$ cat config.mk
export PLATFORM = sky130hd
export DESIGN_NAME = fft_result_streamer
export DESIGN_NICKNAME = d
export VERILOG_FILES = /design/src/rtl/fft_stream_pkg.sv /design/src/rtl/fft_result_streamer_stream_fifo.sv /design/src/rtl/fft_result_streamer.sv
export SDC_FILE = /design/constraint.sdc
export NUM_CORES = 1
export LEC_CHECK = 0
export BUFFER_PORTS_ARGS = -buffer_cell sky130_fd_sc_hd__buf_2
export CAP_MARGIN = 30
export CELL_PAD_IN_SITES_DETAIL_PLACEMENT = 1
export CELL_PAD_IN_SITES_GLOBAL_PLACEMENT = 2
export CORE_MARGIN = 5
export CORE_UTILIZATION = 37
export CTS_BUF_LIST = sky130_fd_sc_hd__clkbuf_8
export CTS_CLUSTER_DIAMETER = 120
export CTS_CLUSTER_SIZE = 24
export DETAILED_ROUTE_END_ITERATION = 12
export MAX_ROUTING_LAYER = met4
export PLACE_DENSITY = 0.88
export SYNTH_ARGS = -nofsm -noshare
export SYNTH_HDL_FRONTEND = slang
export SYNTH_HIERARCHICAL = 1
export SYNTH_SLANG_ARGS = --single-unit
$ cat constraint.sdc
create_clock -name clk -period 3 [get_ports clk]
set_input_delay 0.6 -clock clk [delete_from_list [all_inputs] [get_ports clk]]
set_output_delay 0.6 -clock clk [all_outputs]
set_load 0.02 [all_outputs]
$ cat src/rtl/fft_stream_pkg.sv
// Shared constants, FSM state type and bit-reverse helper for the FFT result streamer.
// Build option: FFT_STREAM_CHECKSUM_EN adds a per-channel checksum beat at frame end.
package fft_stream_pkg;

  localparam int DATA_W_DEF = 16;
  localparam int ADDR_W_DEF = 9;
  localparam int N_CH_DEF   = 2;

  typedef enum logic [1:0] {
    IDLE  = 2'd0,
    ISSUE = 2'd1,
    DRAIN = 2'd2
  } state_t;

  // Reverses the low 'width' bits of value; bits above 'width' come back as zero.
  function automatic logic [31:0] bitrev(input logic [31:0] value, input int width);
    logic [31:0] r;
    r = '0;
    for (int i = 0; i < 32; i++) begin
      if (i < width) r = {r[30:0], value[i]};
    end
    return r;
  endfunction

endpackage

$ cat src/rtl/fft_result_streamer_stream_fifo.sv
// Small register-based synchronous FIFO that absorbs returning BRAM reads
// while the downstream consumer stalls.
module stream_fifo #(
  parameter int WIDTH = 8,
  parameter int DEPTH = 2,
  parameter int CNT_W = $clog2(DEPTH + 1)
) (
  input  logic             clk,
  input  logic             rst,
  input  logic             i_push,
  input  logic [WIDTH-1:0] i_data,
  input  logic             i_pop,
  output logic [WIDTH-1:0] o_data,
  output logic             o_full,
  output logic             o_empty,
  output logic [CNT_W-1:0] o_count
);

  localparam int PTR_W = (DEPTH > 1) ? $clog2(DEPTH) : 1;

  logic [WIDTH-1:0] mem_q [DEPTH];
  logic [PTR_W-1:0] wr_ptr_q, rd_ptr_q;
  logic [CNT_W-1:0] count_q;
  logic             pop_ok;

  function automatic logic [PTR_W-1:0] ptr_inc(input logic [PTR_W-1:0] p);
    return (p == PTR_W'(DEPTH - 1)) ? '0 : p + PTR_W'(1);
  endfunction

  assign pop_ok = i_pop && !o_empty;

  // NOTE: storage is reset along with the pointers so the head word (and o_data)
  // reads as zero after reset; this is affordable only because the FIFO is tiny.
  always_ff @(posedge clk or posedge rst) begin
    if (rst) begin
      wr_ptr_q <= '0;
      rd_ptr_q <= '0;
      count_q  <= '0;
      for (int i = 0; i < DEPTH; i++) mem_q[i] <= '0;
    end else begin
      if (i_push) begin
        mem_q[wr_ptr_q] <= i_data;
        wr_ptr_q        <= ptr_inc(wr_ptr_q);
      end
      if (pop_ok) rd_ptr_q <= ptr_inc(rd_ptr_q);
      case ({i_push, pop_ok})
        2'b10:   count_q <= count_q + CNT_W'(1);
        2'b01:   count_q <= count_q - CNT_W'(1);
        default: count_q <= count_q;
      endcase
    end
  end

  assign o_data  = mem_q[rd_ptr_q];
  assign o_empty = (count_q == '0);
  assign o_full  = (count_q == CNT_W'(DEPTH));
  assign o_count = count_q;

endmodule

$ cat src/rtl/fft_result_streamer.sv
// Dumps N_CH parallel FFT result banks as a valid/ready stream, natural or bit-reversed order.
// Build option: FFT_STREAM_CHECKSUM_EN appends a per-channel sum beat carrying o_last.
module fft_result_streamer
  import fft_stream_pkg::*;
#(
  parameter int DATA_W = DATA_W_DEF,
  parameter int ADDR_W = ADDR_W_DEF,
  parameter int N_CH   = N_CH_DEF,
  parameter int RD_LAT = 1
) (
  input  logic                   clk,
  input  logic                   rst,
  input  logic                   i_start,
  input  logic                   i_bitrev,
  output logic                   o_busy,
  output logic                   o_rd_en,
  output logic [ADDR_W-1:0]      o_rd_addr,
  input  logic [N_CH*DATA_W-1:0] i_rd_data,
  output logic                   o_valid,
  input  logic                   i_ready,
  output logic [N_CH*DATA_W-1:0] o_data,
  output logic [ADDR_W-1:0]      o_index,
  output logic                   o_last
);

  localparam int DEPTH      = 2 ** ADDR_W;
  localparam int PAY_W      = N_CH * DATA_W;
  localparam int ENT_W      = PAY_W + ADDR_W + 1;
  localparam int FIFO_DEPTH = RD_LAT + 1;
  localparam int CNT_W      = $clog2(FIFO_DEPTH + 1);

  state_t            state_q, state_d;
  logic [ADDR_W:0]   k_q, k_d;
  logic              bitrev_q, bitrev_d;

  // Reads in flight through the BRAM, each tagged with its bin index and last flag.
  logic [RD_LAT-1:0] pend_q;
  logic [RD_LAT-1:0] pend_last_q;
  logic [ADDR_W-1:0] pend_idx_q [RD_LAT];

  logic              start_acc, k_last, issue, credit_ok;
  logic              push, pop, final_accept;
  int                inflight;

  logic [ENT_W-1:0]  fifo_dout;
  logic              fifo_full, fifo_empty;
  logic [CNT_W-1:0]  fifo_count;
  logic [PAY_W-1:0]  fifo_pay;
  logic [ADDR_W-1:0] fifo_idx;
  logic              fifo_last;

  assign start_acc = i_start && (state_q == IDLE);
  assign k_last    = (k_q == (ADDR_W + 1)'(DEPTH - 1));
  assign push      = pend_q[RD_LAT-1];
  assign pop       = !fifo_empty && i_ready;

  assign {fifo_last, fifo_idx, fifo_pay} = fifo_dout;

  // A read is issued only if its data is guaranteed a FIFO slot on return;
  // the word leaving this cycle already frees its slot.
  always_comb begin
    inflight = 0;
    for (int i = 0; i < RD_LAT; i++) inflight += int'(pend_q[i]);
    credit_ok = (int'(fifo_count) + inflight - (pop ? 1 : 0)) < FIFO_DEPTH;
  end

  assign issue     = (state_q == ISSUE) && credit_ok;
  assign o_rd_en   = issue;
  assign o_rd_addr = bitrev_q ? ADDR_W'(bitrev(32'(k_q[ADDR_W-1:0]), ADDR_W))
                              : k_q[ADDR_W-1:0];
  assign o_busy    = (state_q != IDLE);

  // NOTE: every always_comb output gets a default first, so no path leaves it
  // unassigned and no latch is inferred.
  always_comb begin
    state_d  = state_q;
    k_d      = k_q;
    bitrev_d = bitrev_q;
    case (state_q)
      IDLE: begin
        if (start_acc) begin
          state_d  = ISSUE;
          k_d      = '0;
          bitrev_d = i_bitrev;
        end
      end
      ISSUE: begin
        if (issue) begin
          k_d = k_q + (ADDR_W + 1)'(1);
          if (k_last) state_d = DRAIN;
        end
      end
      DRAIN: begin
        if (final_accept) state_d = IDLE;
      end
      default: state_d = IDLE;
    endcase
  end

  // NOTE: sequential state uses non-blocking assignments only, so every register
  // sees the pre-edge value of every other register regardless of statement order.
  always_ff @(posedge clk or posedge rst) begin
    if (rst) begin
      state_q     <= IDLE;
      k_q         <= '0;
      bitrev_q    <= 1'b0;
      pend_q      <= '0;
      pend_last_q <= '0;
      for (int i = 0; i < RD_LAT; i++) pend_idx_q[i] <= '0;
    end else begin
      state_q        <= state_d;
      k_q            <= k_d;
      bitrev_q       <= bitrev_d;
      pend_q[0]      <= issue;
      pend_idx_q[0]  <= k_q[ADDR_W-1:0];
      pend_last_q[0] <= k_last;
      for (int i = 1; i < RD_LAT; i++) begin
        pend_q[i]      <= pend_q[i-1];
        pend_idx_q[i]  <= pend_idx_q[i-1];
        pend_last_q[i] <= pend_last_q[i-1];
      end
    end
  end

  stream_fifo #(
    .WIDTH (ENT_W),
    .DEPTH (FIFO_DEPTH),
    .CNT_W (CNT_W)
  ) u_fifo (
    .clk     (clk),
    .rst     (rst),
    .i_push  (push),
    .i_data  ({pend_last_q[RD_LAT-1], pend_idx_q[RD_LAT-1], i_rd_data}),
    .i_pop   (pop),
    .o_data  (fifo_dout),
    .o_full  (fifo_full),
    .o_empty (fifo_empty),
    .o_count (fifo_count)
  );

  // The credit scheme must make a push into a full FIFO impossible.
  a_no_overflow : assert property (@(posedge clk) disable iff (rst)
    push |-> (!fifo_full || pop));

`ifdef FFT_STREAM_CHECKSUM_EN
  logic [DATA_W-1:0] sum_q [N_CH];
  logic [PAY_W-1:0]  sum_bus;
  logic              csum_q;

  always_ff @(posedge clk or posedge rst) begin
    if (rst) begin
      csum_q <= 1'b0;
      for (int ch = 0; ch < N_CH; ch++) sum_q[ch] <= '0;
    end else if (start_acc) begin
      csum_q <= 1'b0;
      for (int ch = 0; ch < N_CH; ch++) sum_q[ch] <= '0;
    end else begin
      if (pop) begin
        for (int ch = 0; ch < N_CH; ch++)
          sum_q[ch] <= sum_q[ch] + fifo_pay[ch*DATA_W +: DATA_W];
        if (fifo_last) csum_q <= 1'b1;
      end else if (csum_q && i_ready) begin
        csum_q <= 1'b0;
      end
    end
  end

  always_comb begin
    sum_bus = '0;
    for (int ch = 0; ch < N_CH; ch++) sum_bus[ch*DATA_W +: DATA_W] = sum_q[ch];
  end

  // The sum beat follows the last bin; the FIFO is empty by then so it owns the port.
  always_comb begin
    o_valid = csum_q || !fifo_empty;
    o_data  = csum_q ? sum_bus : fifo_pay;
    o_index = csum_q ? '0 : fifo_idx;
    o_last  = csum_q;
  end

  assign final_accept = csum_q && i_ready;
`else
  always_comb begin
    o_valid = !fifo_empty;
    o_data  = fifo_pay;
    o_index = fifo_idx;
    o_last  = !fifo_empty && fifo_last;
  end

  assign final_accept = pop && fifo_last;
`endif

endmodule

### After elaboration in Yosys (flattened, before gate mapping)

Cells that the tools add are included.

* bits in registers: 112
* input port bits: 37
* word-level logic and storage cells: 68

* add/subtract/negate cells: 7
* $lt $le $gt $ge: 4
* equality and inequality tests: 9
* multiplexer cells: 19
* bitwise operators: 2
* reduce and logical (&&, ||, !) cells: 16

Operators with widths (count)
* $mux W42: 4
* $bwmux W84: 1
* $demux W42 S1: 1
* $mux W10: 2
* $pmux W10 S2: 1
* $add A10 B1 Y10 const B: 1
* $eq A10 B9 Y1 const B: 1
* $mux W9: 1
* $mux W2: 4
* $ne A2 B2 Y1 const B: 4
* $logic_and A1 B1 Y1: 7
* $pmux W2 S3: 1
* $reduce_bool A2 Y1: 3
* $eq A2 B1 Y1 const B: 2
* $eq A2 B2 Y1 const B: 2
* $ge A2 B2 Y1 const B: 2
* $logic_not A2 Y1: 2
* $lt A4 B3 Y1 const B: 1
* $not A1 Y2: 2
* $pmux W2 S2: 1
* $reduce_and A4 Y1: 1
* $sub A3 B1 Y4: 1
* $add A2 B1 Y3: 1
* $mux W1: 3
* 7 further kinds: 8

### Depth between registers and ports, before layout

* word-level depth: 9
* gate-level depth with buffers: 10
* depth with buffers taken out: 9

### By module

Netlist, hierarchy kept.

By module, submodules not included
* stream_fifo: times used 1, cells an instance 242, area each 4028.9 um^2
* fft_result_streamer: times used 1, cells an instance 110, area each 1184.9 um^2

### Worst setup path before layout

Ideal clock, no wire load.

* kind: reg-to-output
* start point: register u_fifo.count_q[0] (netlist: u_fifo/o_count[0])
* end point: output port o_rd_en
* arrival: 2.318 ns
* data required time: 2.400 ns
* slack: 0.082 ns
* cell stages (with the launch flop): 9
* path buffers: 1
* path through: dfrtp_1 -> nor2_1 -> nor3b_4 -> o21ai_0 -> fa_1 -> xnor2_1 -> a32oi_2 -> buf_2 -> nor2_1

* cells in the longest elaborated chain, start to end: 7
* elaborated cells between the ends (all ways): 8

RTL lines
* start, declared: RTL line fft_result_streamer_stream_fifo.sv:23 `logic [CNT_W-1:0] count_q;`
* start signal, assigned: RTL line fft_result_streamer_stream_fifo.sv:47 `2'b10: count_q <= count_q + CNT_W'(1);`
* start signal, assigned: RTL line fft_result_streamer_stream_fifo.sv:48 `2'b01: count_q <= count_q - CNT_W'(1);`
* start signal, assigned: RTL line fft_result_streamer_stream_fifo.sv:49 `default: count_q <= count_q;`
* $logic_not A2 Y1: RTL line fft_result_streamer_stream_fifo.sv:55 `assign o_empty = (count_q == '0);`
* named net fifo_empty: RTL line fft_result_streamer.sv:46 `logic fifo_full, fifo_empty;`
* $logic_not A1 Y1: RTL line fft_result_streamer.sv:55 `assign pop = !fifo_empty && i_ready;`
* $logic_and A1 B1 Y1: RTL line fft_result_streamer.sv:55
* $mux W1: RTL line fft_result_streamer.sv:64 `credit_ok = (int'(fifo_count) + inflight - (pop ? 1 : 0)) < FIFO_DEPTH;`
* $sub A3 B1 Y4: RTL line fft_result_streamer.sv:64
* $lt A4 B3 Y1: RTL line fft_result_streamer.sv:64
* $logic_and A1 B1 Y1: RTL line fft_result_streamer.sv:67 `assign issue = (state_q == ISSUE) && credit_ok;`
* end, declared: RTL line fft_result_streamer.sv:16 `output logic o_rd_en,`

The timed path passes the listed nets, and every way through them passes these cells.

### Final worst setup path

* start point: register u_fifo.count_q[0] (netlist: u_fifo/o_count[0])
* end point: output port o_rd_en

* cells in the longest elaborated chain, start to end: 7
* elaborated cells between the ends (all ways): 8

RTL lines (RTL line)
* $logic_not A2 Y1: fft_result_streamer_stream_fifo.sv:55
* $logic_not A1 Y1: fft_result_streamer.sv:55
* $logic_and A1 B1 Y1: fft_result_streamer.sv:55
* $mux W1: fft_result_streamer.sv:64
* $sub A3 B1 Y4 (*): fft_result_streamer.sv:64
* $lt A4 B3 Y1 (*): fft_result_streamer.sv:64
* $logic_and A1 B1 Y1 (*): fft_result_streamer.sv:67

Mark *: on every way between the ends. The rest lies on a longest branch, timed or not.

==> metrics.md <==
| Metric | Value |
|---|---|
| Status | finished, final reports clean |
| Max Fclk | 350 MHz |
| Largest net degree at the start of global routing | 47 |
| Vias/cell | 4.95 |
| CTS tree | yes |
| Initial antenna violation count | 0 |
| Mapped Nets | 392 |
| GRT Overall Usage | 14.3% |
| Detail Route Antenna Nets | 0 |
| Worst Tran Pin Value | roughly 0.90 ns |
| Most Frequent Cell on Critical Path | buf_4 |
| Hold crit path type | in -> async |
| Setup crit end | o_rd_en |
| Nets | 488 |
| Layout cells sized above 1 | about three fifths |
| Final HPWL DP | between 7000 and 8000 um |
| CP Buf/Inv Count | 3 |
| Power density cells | 1180 mW/mm^2 |
| Fin crit share | 95.1% |
| R2R setup slack | 0.46 ns |
| Mapped Area | 0.00521 sq mm |
| Io pins | 91 |
| Arrival time at the worst endpoint | 2.25 ns |
| Site row count | between 40 and 50 |
| Core area | approximately 0.014 sq mm |
| First-pass GRT wire length | 18,200 um |
| Clock buffer depth | 2 |
| # hold bufs at CTS | 0 |
| Die area | 0.0165 sq mm |
| Routability cong. | approximately 0.79 |
| Worst path top cell family by delay | buffers and inverters |
| Initial DRC Count | 105 |
| Initial core utilization | 37.7% |
| Startpoint Class | flip-flop |
| Syn Area/Cell | 14.8 sq um |
| Levels on crit path | 7 |
| Most frequent cells in the layout | dfrtp_1, mux2_2, buf_2 |
| Worst-path clk slew | around 0.1 ns |
| H-tree depth | 3 |
| Slew Limit Headroom | 39.9% |
| Chip width | 129 um |
| Final setup skew | 0.00982 ns |
| CTS buffer count | 9 |
| Nature of the critical path endpoint | output port |
| Gr ovfl total | 0 |
| Clk root buf | clkbuf_8 |
| Power, Total | 0.00713 W |
| Number of global-route vias before repair | 3,471 |
| PortBufs | 90 |
| DRC | 0 |
| Worst Setup Slack, final | 0.146 ns |
| Place WS | 0.0839 ns |
| CP Launch Point | u_fifo/o_count[0]$_DFFE_PP0P_ |
| Worst-path cell chain | buf_4 -> nor3b_4 -> buf_4 -> fa_2 -> a32oi_2 -> nor2_2 -> buf_4 |
| Die Y | between 100 and 150 um |
| Max Slew Vio Count | 0 |
| Worst vdd ir | 0.623 mV |
| Final hold violations | 0 |
| Pleak | 2.92 nW |
| Most common cell after layout, fill and taps aside | dfrtp_1 |
| # diodes | 0 |
| Worst Path Max Fanout | 4 |
| Area Overhead vs Synth | 16.1% |
| Worst path slowest cell | fa_2 |
| Final Critical Period | 2.85 ns |
| Ys Warns | 6 |
| Wire per inst | 17.5 um |
| DR pass1 iterations | 4 |
| CP max stage delay | 0.46 ns |
| Crit Path Class | reg -> out |
| MaxCap Viol Count | 0 |
| Total Wirelength | 11,100 um |
| Worst reg2reg path depth | 9 |
| Mapped Cells | ~350 |
| DR vias | 3,126 |
| R2r endpoint | k_q[7]$_DFFE_PP0P_ |
| Worst R2R Start | u_fifo/o_count[0]$_DFFE_PP0P_ |
| Setup Viol. Count Final | 0 |
| # clock sinks | 112 |
| Clk_lat worst skew | 0.37 ns |
| Worst endpoint required time | between 2 and 2.5 ns |
[how the worst min path moves through the flow]
stage                                   from                      endpoint  depth (start not counted)
after global placement    k_q[9]$_DFFE_PP0P_            k_q[9]$_DFFE_PP0P_                          1
after floorplan           k_q[3]$_DFFE_PP0P_       pend_idx_q[3]$_DFF_PP0_                          0
after detailed placement  k_q[7]$_DFFE_PP0P_       pend_idx_q[7]$_DFF_PP0_                          0
final                                    rst  u_fifo/mem_q[60]$_DFFE_PP0P_                          2
after global routing                     rst  u_fifo/mem_q[60]$_DFFE_PP0P_                          2
after CTS                                rst  u_fifo/mem_q[60]$_DFFE_PP0P_                          2
[flip-flops by register name, summed over array words and instances, names as in the netlist]
register         cells
u_fifo/mem_q        84
k_q                 10
pend_idx_q           9
state_q              2
u_fifo/o_count       2
bitrev_q             1
pend_last_q          1
pend_q               1
u_fifo/rd_ptr_q      1
u_fifo/wr_ptr_q      1
[stage by stage]
step	utilization (%)	TNS [ns]	hold WS, ns	instance area [sq um]	std cells
floorplan	-	0	0.352	5210	351
global route	43.7	-0.00802	0.372	6050	632
detailed placement	41.8	0	0.472	5780	608
CTS	43.4	0	0.351	6000	627
finish	43.7	0	0.330	6050	632
global placement	41.8	0	0.466	5780	608
[routing by layer]
layer	up-vias	GRT usage, %	part of all wire [%]
li1	1433	-	-
met1	1619	18.2	45
met2	63	22.6	49
met3	11	3.24	4.7
met4	0	4.88	1.3
met5	-	-	0
[area by class of cell]
| cell class | instances | area [sq um] |
|---|---|---|
| fill | 1428 | 7780 |
| sequential | 112 | 2810 |
| multi-input combinational | 214 | 2220 |
| timing repair buffer | 104 | 596 |
| tap | 180 | 225 |
| clock buffer | 9 | 124 |
| clock inverter | 7 | 56.3 |
| inverter | 6 | 23.8 |
[what timing repair did]
item | CTS | global route
endpoints found under the hold margin | 0 | 0
pin swaps | 1 | 3
gates resized for setup | 6 | 3
endpoints found under the setup margin | 1 | 1
buffers inserted | 3 | 5
[where the power goes]
| group | internal (W) | switching [W] |
|---|---|---|
| clock | 0.000374 | 0.000483 |
| combinational | 0.00189 | 0.00176 |
| sequential | 0.00216 | 0.000456 |
Power figures use the tool's default switching activity.
